### config.mk
export PLATFORM = sky130hd
export DESIGN_NAME = tmds_symbol_decoder
export DESIGN_NICKNAME = d
export VERILOG_FILES = /design/src/rtl/tmds_pkg.sv /design/src/rtl/tmds_word_aligner.sv /design/src/rtl/tmds_symbol_decoder.sv
export SDC_FILE = /design/constraint.sdc
export NUM_CORES = 1
export LEC_CHECK = 0
export ABC_AREA = 1
export CORE_MARGIN = 4
export CORE_UTILIZATION = 40
export CTS_BUF_LIST = sky130_fd_sc_hd__clkbuf_8
export DETAILED_ROUTE_END_ITERATION = 16
export HOLD_SLACK_MARGIN = 0.08
export SYNTH_ARGS = -nofsm -noshare
export SYNTH_HDL_FRONTEND = slang
export SYNTH_SLANG_ARGS = --single-unit
### constraint.sdc
create_clock -name clk_pixel -period 1.9 [get_ports clk_pixel]
set_input_delay 0.475 -clock clk_pixel [delete_from_list [all_inputs] [get_ports clk_pixel]]
set_output_delay 0.475 -clock clk_pixel [all_outputs]
set_load 0.01 [all_outputs]
### src/rtl/tmds_pkg.sv
// tmds_pkg: TMDS control tokens, TERC4 code table and aligner state shared by the receive decoder.
package tmds_pkg;

    typedef enum logic {SEARCH, LOCKED} aligner_state_e;

    // Index is the {c1,c0} value carried by the token.
    localparam logic [9:0] CTRL_TOKENS [4] = '{10'h354, 10'h0AB, 10'h154, 10'h2AB};

    localparam logic [9:0] TERC4_CODES [16] = '{
        10'h29C, 10'h263, 10'h2E4, 10'h2E2, 10'h171, 10'h11E, 10'h18E, 10'h13C,
        10'h2CC, 10'h139, 10'h19C, 10'h2C6, 10'h28E, 10'h271, 10'h163, 10'h2C3
    };

    function automatic logic is_ctrl_token(input logic [9:0] q);
        logic hit;
        hit = 1'b0;
        for (int i = 0; i < 4; i++) hit = hit | (q == CTRL_TOKENS[i]);
        return hit;
    endfunction

endpackage

### src/rtl/tmds_word_aligner.sv
// tmds_word_aligner: finds the 10-bit symbol boundary by hunting for control-token runs,
// slipping one bit per search window and dropping lock when runs stop appearing.
module tmds_word_aligner
    import tmds_pkg::*;
#(
    parameter int LOCK_RUN      = 8,
    parameter int SEARCH_WINDOW = 1024,
    parameter int LOSS_TIMEOUT  = 2048
)(
    input  logic       clk_pixel,
    input  logic       reset_n,
    input  logic [9:0] i_symbol,
    input  logic       i_valid,
    output logic [9:0] o_aligned,
    output logic       o_locked,
    output logic [3:0] o_bit_offset
);
    localparam int RW = $clog2(LOCK_RUN + 1);
    localparam int SW = $clog2(SEARCH_WINDOW);
    localparam int LW = $clog2(LOSS_TIMEOUT);

    aligner_state_e r_state, w_state;
    logic [19:0]    r_window;
    logic [9:0]     w_word;
    logic [3:0]     r_offset, w_offset;
    logic [RW-1:0]  r_run, w_run;
    logic [SW-1:0]  r_search, w_search;
    logic [LW-1:0]  r_loss, w_loss;
    logic           w_hit;

    assign w_word       = 10'(r_window >> r_offset);
    assign o_locked     = r_state == LOCKED;
    assign o_bit_offset = r_offset;

    always_comb begin
        w_run    = is_ctrl_token(w_word) ? ((r_run == RW'(LOCK_RUN)) ? r_run : r_run + 1'b1) : '0;
        w_hit    = w_run == RW'(LOCK_RUN);
        w_state  = r_state;
        w_offset = r_offset;
        w_search = r_search;
        w_loss   = r_loss;
        if (r_state == SEARCH) begin
            if (w_hit) w_state = LOCKED;
            else if (r_search == SW'(SEARCH_WINDOW - 1)) begin
                w_offset = (r_offset == 4'd9) ? 4'd0 : r_offset + 4'd1;
                w_search = '0;
                w_run    = '0;
            end else w_search = r_search + 1'b1;
        end else begin
            // A completing run refreshes lock even on the timeout cycle.
            if (w_hit) w_loss = '0;
            else if (r_loss == LW'(LOSS_TIMEOUT - 1)) begin
                w_state  = SEARCH;
                w_loss   = '0;
                w_search = '0;
            end else w_loss = r_loss + 1'b1;
        end
    end

    always_ff @(posedge clk_pixel or negedge reset_n) begin
        if (!reset_n) begin
            r_state   <= SEARCH;
            r_window  <= '0;
            o_aligned <= '0;
            r_offset  <= '0;
            r_run     <= '0;
            r_search  <= '0;
            r_loss    <= '0;
        end else if (i_valid) begin
            r_state   <= w_state;
            r_window  <= {i_symbol, r_window[19:10]};
            o_aligned <= w_word;
            r_offset  <= w_offset;
            r_run     <= w_run;
            r_search  <= w_search;
            r_loss    <= w_loss;
        end
    end

endmodule

### src/rtl/tmds_symbol_decoder.sv
// tmds_symbol_decoder: one TMDS channel receiver; word alignment plus video/control/TERC4 decode.
module tmds_symbol_decoder
    import tmds_pkg::*;
#(
    parameter int LOCK_RUN      = 8,
    parameter int SEARCH_WINDOW = 1024,
    parameter int LOSS_TIMEOUT  = 2048
)(
    input  logic       clk_pixel,
    input  logic       reset_n,
    input  logic [9:0] symbol_in,
    input  logic       symbol_valid,
    output logic       out_valid,
    output logic       locked,
    output logic [3:0] bit_offset,
    output logic       de,
    output logic [7:0] data,
    output logic [1:0] ctrl,
    output logic [3:0] terc4,
    output logic       terc4_valid
);
    logic [9:0] w_aligned;
    logic [7:0] w_vid, w_data;
    logic       w_is_ctrl, w_t4_hit;
    logic [1:0] w_ctrl;
    logic [3:0] w_t4;
    logic       r_v1, r_v2;

    tmds_word_aligner #(
        .LOCK_RUN      (LOCK_RUN),
        .SEARCH_WINDOW (SEARCH_WINDOW),
        .LOSS_TIMEOUT  (LOSS_TIMEOUT)
    ) u_aligner (
        .clk_pixel    (clk_pixel),
        .reset_n      (reset_n),
        .i_symbol     (symbol_in),
        .i_valid      (symbol_valid),
        .o_aligned    (w_aligned),
        .o_locked     (locked),
        .o_bit_offset (bit_offset)
    );

    always_comb begin
        w_vid     = w_aligned[9] ? ~w_aligned[7:0] : w_aligned[7:0];
        w_data    = '0;
        w_data[0] = w_vid[0];
        for (int i = 1; i < 8; i++)
            w_data[i] = w_aligned[8] ? w_vid[i] ^ w_vid[i-1] : ~(w_vid[i] ^ w_vid[i-1]);
        w_is_ctrl = 1'b0;
        w_ctrl    = ctrl;
        for (int i = 0; i < 4; i++)
            if (w_aligned == CTRL_TOKENS[i]) begin
                w_is_ctrl = 1'b1;
                w_ctrl    = 2'(i);
            end
        w_t4_hit = 1'b0;
        w_t4     = '0;
        for (int i = 0; i < 16; i++)
            if (w_aligned == TERC4_CODES[i]) begin
                w_t4_hit = 1'b1;
                w_t4     = 4'(i);
            end
    end

    always_ff @(posedge clk_pixel or negedge reset_n) begin
        if (!reset_n) begin
            r_v1        <= 1'b0;
            r_v2        <= 1'b0;
            out_valid   <= 1'b0;
            de          <= 1'b0;
            data        <= '0;
            ctrl        <= '0;
            terc4       <= '0;
            terc4_valid <= 1'b0;
        end else begin
            out_valid <= symbol_valid & r_v2;
            if (symbol_valid) begin
                r_v1        <= 1'b1;
                r_v2        <= r_v1;
                de          <= ~w_is_ctrl;
                data        <= w_is_ctrl ? '0 : w_data;
                ctrl        <= w_ctrl;
                terc4       <= w_t4;
                terc4_valid <= w_t4_hit;
            end
        end
    end

endmodule

# ---- Word-level counts from Yosys, hierarchy flattened
# Cells that the tools add are included.
# Widths: inputs -> output; s select.
dict set report totals {
  reg_bits 79
  wordCells 142
  output_inout_bits 22
}
dict set report classes {
  mux 65
  n_eq_ne 30
  n_bitwise 22
  n_shift 1
  n_reduce_logical 5
  n_addsub 4
}
# op count
set op_table {}
lappend op_table {{$eq 10x10->1 const B} 14}
lappend op_table {{$eq 10x9->1 const B} 9}
lappend op_table {{$mux 4} 20}
lappend op_table {{$mux 10} 5}
lappend op_table {{$mux 1} 32}
lappend op_table {{$mux 11} 2}
lappend op_table {{$eq 10x8->1 const B} 2}
lappend op_table {{$shr 20x4->10} 1}
lappend op_table {{$mux 8} 2}
lappend op_table {{$eq 4x4->1 const B} 3}
lappend op_table {{$add 11x1->11 const B} 1}
lappend op_table {{$eq 11x11->1 const B} 1}
lappend op_table {{$add 10x1->10 const B} 1}
lappend op_table {{$not 1->1} 10}
lappend op_table {{$add 4x1->4 const B} 2}
lappend op_table {{$mux 2} 4}
lappend op_table {{$not 8->8} 1}
lappend op_table {{$xor 1x1->1} 7}
lappend op_table {{$reduce_and 2->1} 2}
lappend op_table {{$reduce_and 4->1} 1}
lappend op_table {{$reduce_bool 4->1} 1}
lappend op_table {{$or 1x1->1} 3}
lappend op_table {{$reduce_and 3->1} 1}
lappend op_table {{$ne 2x2->1 const B} 1}
lappend op_table {{$and 1x1->1} 1}

# ---- Depth between registers and ports, before layout
dict set report depth {
  ltp_word 17
  mapped_depth 18
  mapped_depth_nobuf 17
}

# ---- Cells and area by module
# Synthesis repeated with hierarchy kept, for this count alone.
dict set report unflattened {
  cells_unflattened 714
  area_unflattened_um2 5028.6
}
# module instances seq_area_each_um2 area_each_um2 cells_per_inst
set by_module_without_submodules {}
lappend by_module_without_submodules {tmds_word_aligner 1 1501.4 3751.1 537}
lappend by_module_without_submodules {tmds_symbol_decoder 1 475.5 1277.5 177}

# ---- Worst setup path before layout
# Ideal clock, no wire load.
dict set report synth_timing {
  path_type {register to register}
  from {register u_aligner.r_offset[1], in the netlist u_aligner.o_bit_offset[1]}
  to {register u_aligner.r_search[0]}
  arrival_time_ns 1.909
  path_stages_with_launch 15
  t_required_ns 1.782
  path_slack_ns -0.127
  path_buffers 2
  setup_time_ns 0.118
  cell_sequence {dfrtp_1 inv_1 clkbuf_1 nand3_1 nand3_1 nand2_1 a21oi_2 inv_2 nor2_1 nand3_1 nand2_2 nand2_4 nand2_2 buf_4 o21ai_2}
}
dict set report synth_between {
  elab_chain_cells 9
}
# element line
set synth_rtl {}
lappend synth_rtl {{start: declaration} tmds_word_aligner.sv:25} ;# logic [3:0] r_offset, w_offset;
lappend synth_rtl {{start signal: assignment} tmds_word_aligner.sv:73} ;# r_offset <= w_offset;
lappend synth_rtl {{$shr 20x4->10 *} tmds_word_aligner.sv:31} ;# assign w_word = 10'(r_window >> r_offset);
lappend synth_rtl {{$eq 10x10->1 / $eq 10x8->1 (equally long branches)} tmds_pkg.sv:17} ;# for (int i = 0; i < 4; i++) hit = hit | (q == CTRL_TOKENS[i]);
lappend synth_rtl {{$or 1x1->1 (2 in series)} tmds_pkg.sv:17}
lappend synth_rtl {{$or 1x1->1 *} tmds_pkg.sv:17}
lappend synth_rtl {{$mux 4 *} tmds_word_aligner.sv:36} ;# w_run = is_ctrl_token(w_word) ? ((r_run == RW'(LOCK_RUN)) ? r_run : r_run + 1'b1) : '0;
lappend synth_rtl {{$eq 4x4->1 *} tmds_word_aligner.sv:37} ;# w_hit = w_run == RW'(LOCK_RUN);
lappend synth_rtl {{$not 1->1 (no line) *} -}
lappend synth_rtl {{$reduce_and 3->1 (no line) *} -}
lappend synth_rtl {{end signal: assignment} tmds_word_aligner.sv:75} ;# r_search <= w_search;
lappend synth_rtl {{end: declaration} tmds_word_aligner.sv:27} ;# logic [SW-1:0] r_search, w_search;
# Every way passes the cells marked *; elsewhere a longest branch is shown, timed or not.
# A chain may end at the register's enable or synchronous reset.

# ---- Worst setup path after layout
dict set report layout_timing {
  from {register u_aligner.r_offset[0], in the netlist u_aligner.o_bit_offset[0]}
  to {register u_aligner.r_search[3]}
}
# The elaborated chain is that of the path after synthesis.

==> flow_metrics.env <==
export IMPL_status="complete, but fails checks"
export IMPL_violations="negative setup slack"
export IMPL_end_kind="register"
export IMPL_hold_viol_final=0
export IMPL_cp_data_required_time_ns=2.15
export IMPL_yosysSeqAreaShare_pct=41.3
export IMPL_synth_compound_area_share_pct=10.7
export IMPL_antenna_found_initial=0
export IMPL_insertion_delay_ns=0.36
export IMPL_crit_type="register to register"
export IMPL_start_kind="register"
export IMPL_cts_buffers=9
export IMPL_clk_pin_slew_ns=0.08
export IMPL_crit_buf_inv=3
export IMPL_drt_iter0_drc=287
export IMPL_synth_edf_count=0
export IMPL_port_buffer_count=34
export IMPL_dieHeight_um=117
export IMPL_critical_path_top_delay_family="simple AND/OR/NAND/NOR gates"
export IMPL_layout_setup_ws_ns=-0.255
export IMPL_finalWeightedCongestion=0.924
export IMPL_grt_pass1_wl_mm=21.3
export IMPL_period_needed_ns=2.16
export IMPL_overflow=0
export IMPL_ir_drop_v=0.000392
export IMPL_core_area_mm2=0.0116
export IMPL_crit_start="u_aligner.o_bit_offset[0]"
export IMPL_path_max_fanout=6
export IMPL_design_power_total_mw=4.29
export IMPL_diodes=0
export IMPL_hold_buffers=0
export IMPL_pre_cts_slack_ns=-0.243
export IMPL_die_area_mm2=0.0138
export IMPL_synth_xor_area_share_pct=4.20
export IMPL_grt_pass1_vias=4450
export IMPL_initial_core_util_pct=41.4
export IMPL_area_growth_pct=38.7
export IMPL_cts_tree="built"
export IMPL_ys_flop_type="dfrtp_1"
export IMPL_layout_drive_gt1_share_pct=29.9
export IMPL_synthMuxAreaShare_pct=0.209
export IMPL_synthTopCellsByArea="dfrtp_1, nand2_1, nand3_1, o21ai_0, inv_1"
export IMPL_nets=776
export IMPL_wl_per_cell_um=14.4
export IMPL_fin_crit_sh_pct=113
export IMPL_num_rows=39
export IMPL_r2r_start="u_aligner.o_bit_offset[0]"
export IMPL_synth_top_family_by_area="simple AND/OR/NAND/NOR gates"
export IMPL_io_pins=35
export IMPL_worst_slew_pin_slew_ns=0.450
export IMPL_cp_slowest_stage_delay_ns=0.42
export IMPL_synth_simple_area_share_pct=33.3
export IMPL_p_leak_nw=3.16
export IMPL_setup_viol=31
export IMPL_syn_cell_area_mm2=0.00479
export IMPL_grt_max_degree=80
export IMPL_max_freq_mhz=464
export IMPL_syn_area_per_cell_um2=7.36
export IMPL_critPathSlowestCell="dfrtp_2"
export IMPL_netlist_top_cell_by_area="dfrtp_1"
export IMPL_synth_seq_cells=79
export IMPL_yosysTopAreaCellShare_pct=41.3
export IMPL_cts_path_max_buffers=2
export IMPL_hold_worst_slack_ns=0.107
export IMPL_numClockSinks=79
export IMPL_synthCells=651
export IMPL_synthTopCellsByCount="nand2_1, nand3_1, dfrtp_1, inv_1, o21ai_0"
export IMPL_path_cells="clkinv_4 -> clkbuf_16 -> nand2_8 -> nand3_1 -> nand3_1 -> nand2_1 -> nand2_1 -> nand3_2 -> nor2_2 -> nand3_2 -> nand2_4 -> nand2_8 -> nand2_8 -> clkbuf_16 -> o21ai_2"
export IMPL_synth_warnings=0
export IMPL_drc=0
export IMPL_hp_class="primary input to async pin"
export IMPL_cts_root_buf="clkbuf_8"
export IMPL_htreeDepth=3
export IMPL_synth_distinct_cells=39
export IMPL_relSlewSlack_pct=70.0
export IMPL_async_flop_share_pct=100
export IMPL_rsz0062_at_grt="true"
export IMPL_vias=4621
export IMPL_die_w_um=117
export IMPL_powerDensity_mw_per_mm2=645
export IMPL_firstDrtPassIters=5
export IMPL_final_setup_skew_ns=0.0126
export IMPL_maxCapViolCount=0
export IMPL_slew_viol_final=0
export IMPL_grt_usage_pct=18.6
export IMPL_vias_per_cell=5.13
export IMPL_crit_top_cell="nand2_8"
export IMPL_arrival_ns=2.41
export IMPL_final_antenna_net_count=0
export IMPL_wl_mm=13.0
export IMPL_synth_most_common_cell="nand2_1"
export IMPL_synthAdderAreaFrac_pct=2.09
export IMPL_post_dp_hpwl_mm=9.05
export IMPL_synth_net_count=672
## cell usage in the layout, fill, tap and decap left out, types with 5 or more instances in the layout
master	instances
nand4_1	14
clkdlybuf4s50_1	29
nand3_1	59
dfrtp_2	6
ha_1	8
o21ai_2	19
o21ai_0	44
or2_2	6
nand2_2	23
buf_4	71
xor2_1	19
nor2_2	9
inv_1	67
nor2_1	28
nand3b_1	5
nand3_2	32
nand3_4	6
nand2_1	154
nand2_4	7
clkbuf_8	11
dfrtp_1	73
buf_12	7
## per-layer routing
metal  GRT usage [%]  vias to the layer above  routed length [um]
li1                -                     2332                   -
met1            25.3                     2173                5970
met2            30.3                      100                6190
met3            3.41                       16                 646
met4            5.93                        0                 182
met5               0                        -                   0
## what timing repair did
item / 4_1_cts / 5_1_grt
gates cloned: 1 / 2
gates resized for setup: 25 / 104
pin swaps: 8 / 27
buffers inserted: 7 / 9
setup endpoints to repair: 34 / 40
## power by group
part / switching (mW) / internal (mW)
combinational: 0.523 / 0.480
clock: 0.583 / 0.653
sequential: 0.185 / 1.86
total: 1.29 / 2.99
## state kept, by name, indices dropped and copies added (netlist names)
name,count
u_aligner.r_window,20
u_aligner.r_search,10
de,1
terc4,4
terc4_valid,1
out_valid,1
r_v1,1
u_aligner.o_locked,1
u_aligner.r_loss,11
u_aligner.o_aligned,10
u_aligner.r_run,4
r_v2,1
ctrl,2
data,8
u_aligner.o_bit_offset,4
## final timing paths
kind                                                to  slack [ns]  cells past startpoint
worst min-delay path             u_aligner.r_window[7]        0.11                      2
worst max register to register   u_aligner.r_search[3]       -0.26                     15
worst min register to register                    r_v1        0.47                      1
max in group asynchronous       u_aligner.o_aligned[9]        1.41                      2
min in group clk_pixel                            r_v1        0.47                      1
worst max-delay path             u_aligner.r_search[3]       -0.26                     15
## area by class of cell
cell class,instances,area (um^2)
fillers,1090,4920
multi-input cells,476,2900
flip-flops and latches,79,1980
repair buffers,118,1120
inverters,71,275
well taps,143,179
clock buffers,11,151
clock inverters,2,33.8
## per-stage QoR
step | area, um^2 | setup TNS [ns] | util, % | instances
after global routing | 6650 | -10.65 | 57.5 | 900
after floorplan | 4830 | 0 | - | 651
after global placement | 5760 | -5.15 | 49.8 | 869
after detailed placement | 5760 | -6.57 | 49.8 | 869
final | 6650 | -6.73 | 57.5 | 900
after CTS | 6100 | -4.18 | 52.7 | 890
## worst register-to-register path: stages (launching register included)
cell,delay [ns]
dfrtp_2,0.42
clkinv_4,0.12
clkbuf_16,0.19
nand2_8,0.06
nand3_1,0.11
nand3_1,0.14
nand2_1,0.07
nand2_1,0.07
nand3_2,0.10
nor2_2,0.14
nand3_2,0.10
nand2_4,0.12
nand2_8,0.09
nand2_8,0.12
clkbuf_16,0.15
o21ai_2,0.05
## cells by family after synthesis
kind of cell             Yosys count
XOR/XNOR                          23
multiplexers                       1
AND/OR/NAND/NOR                  358
buffers and inverters             96
flip-flops                        79
AO/OA/AOI/OAI                     86
adder cells (fa/ha/maj)            8
Note: power is estimated with default switching activity, not from simulation.
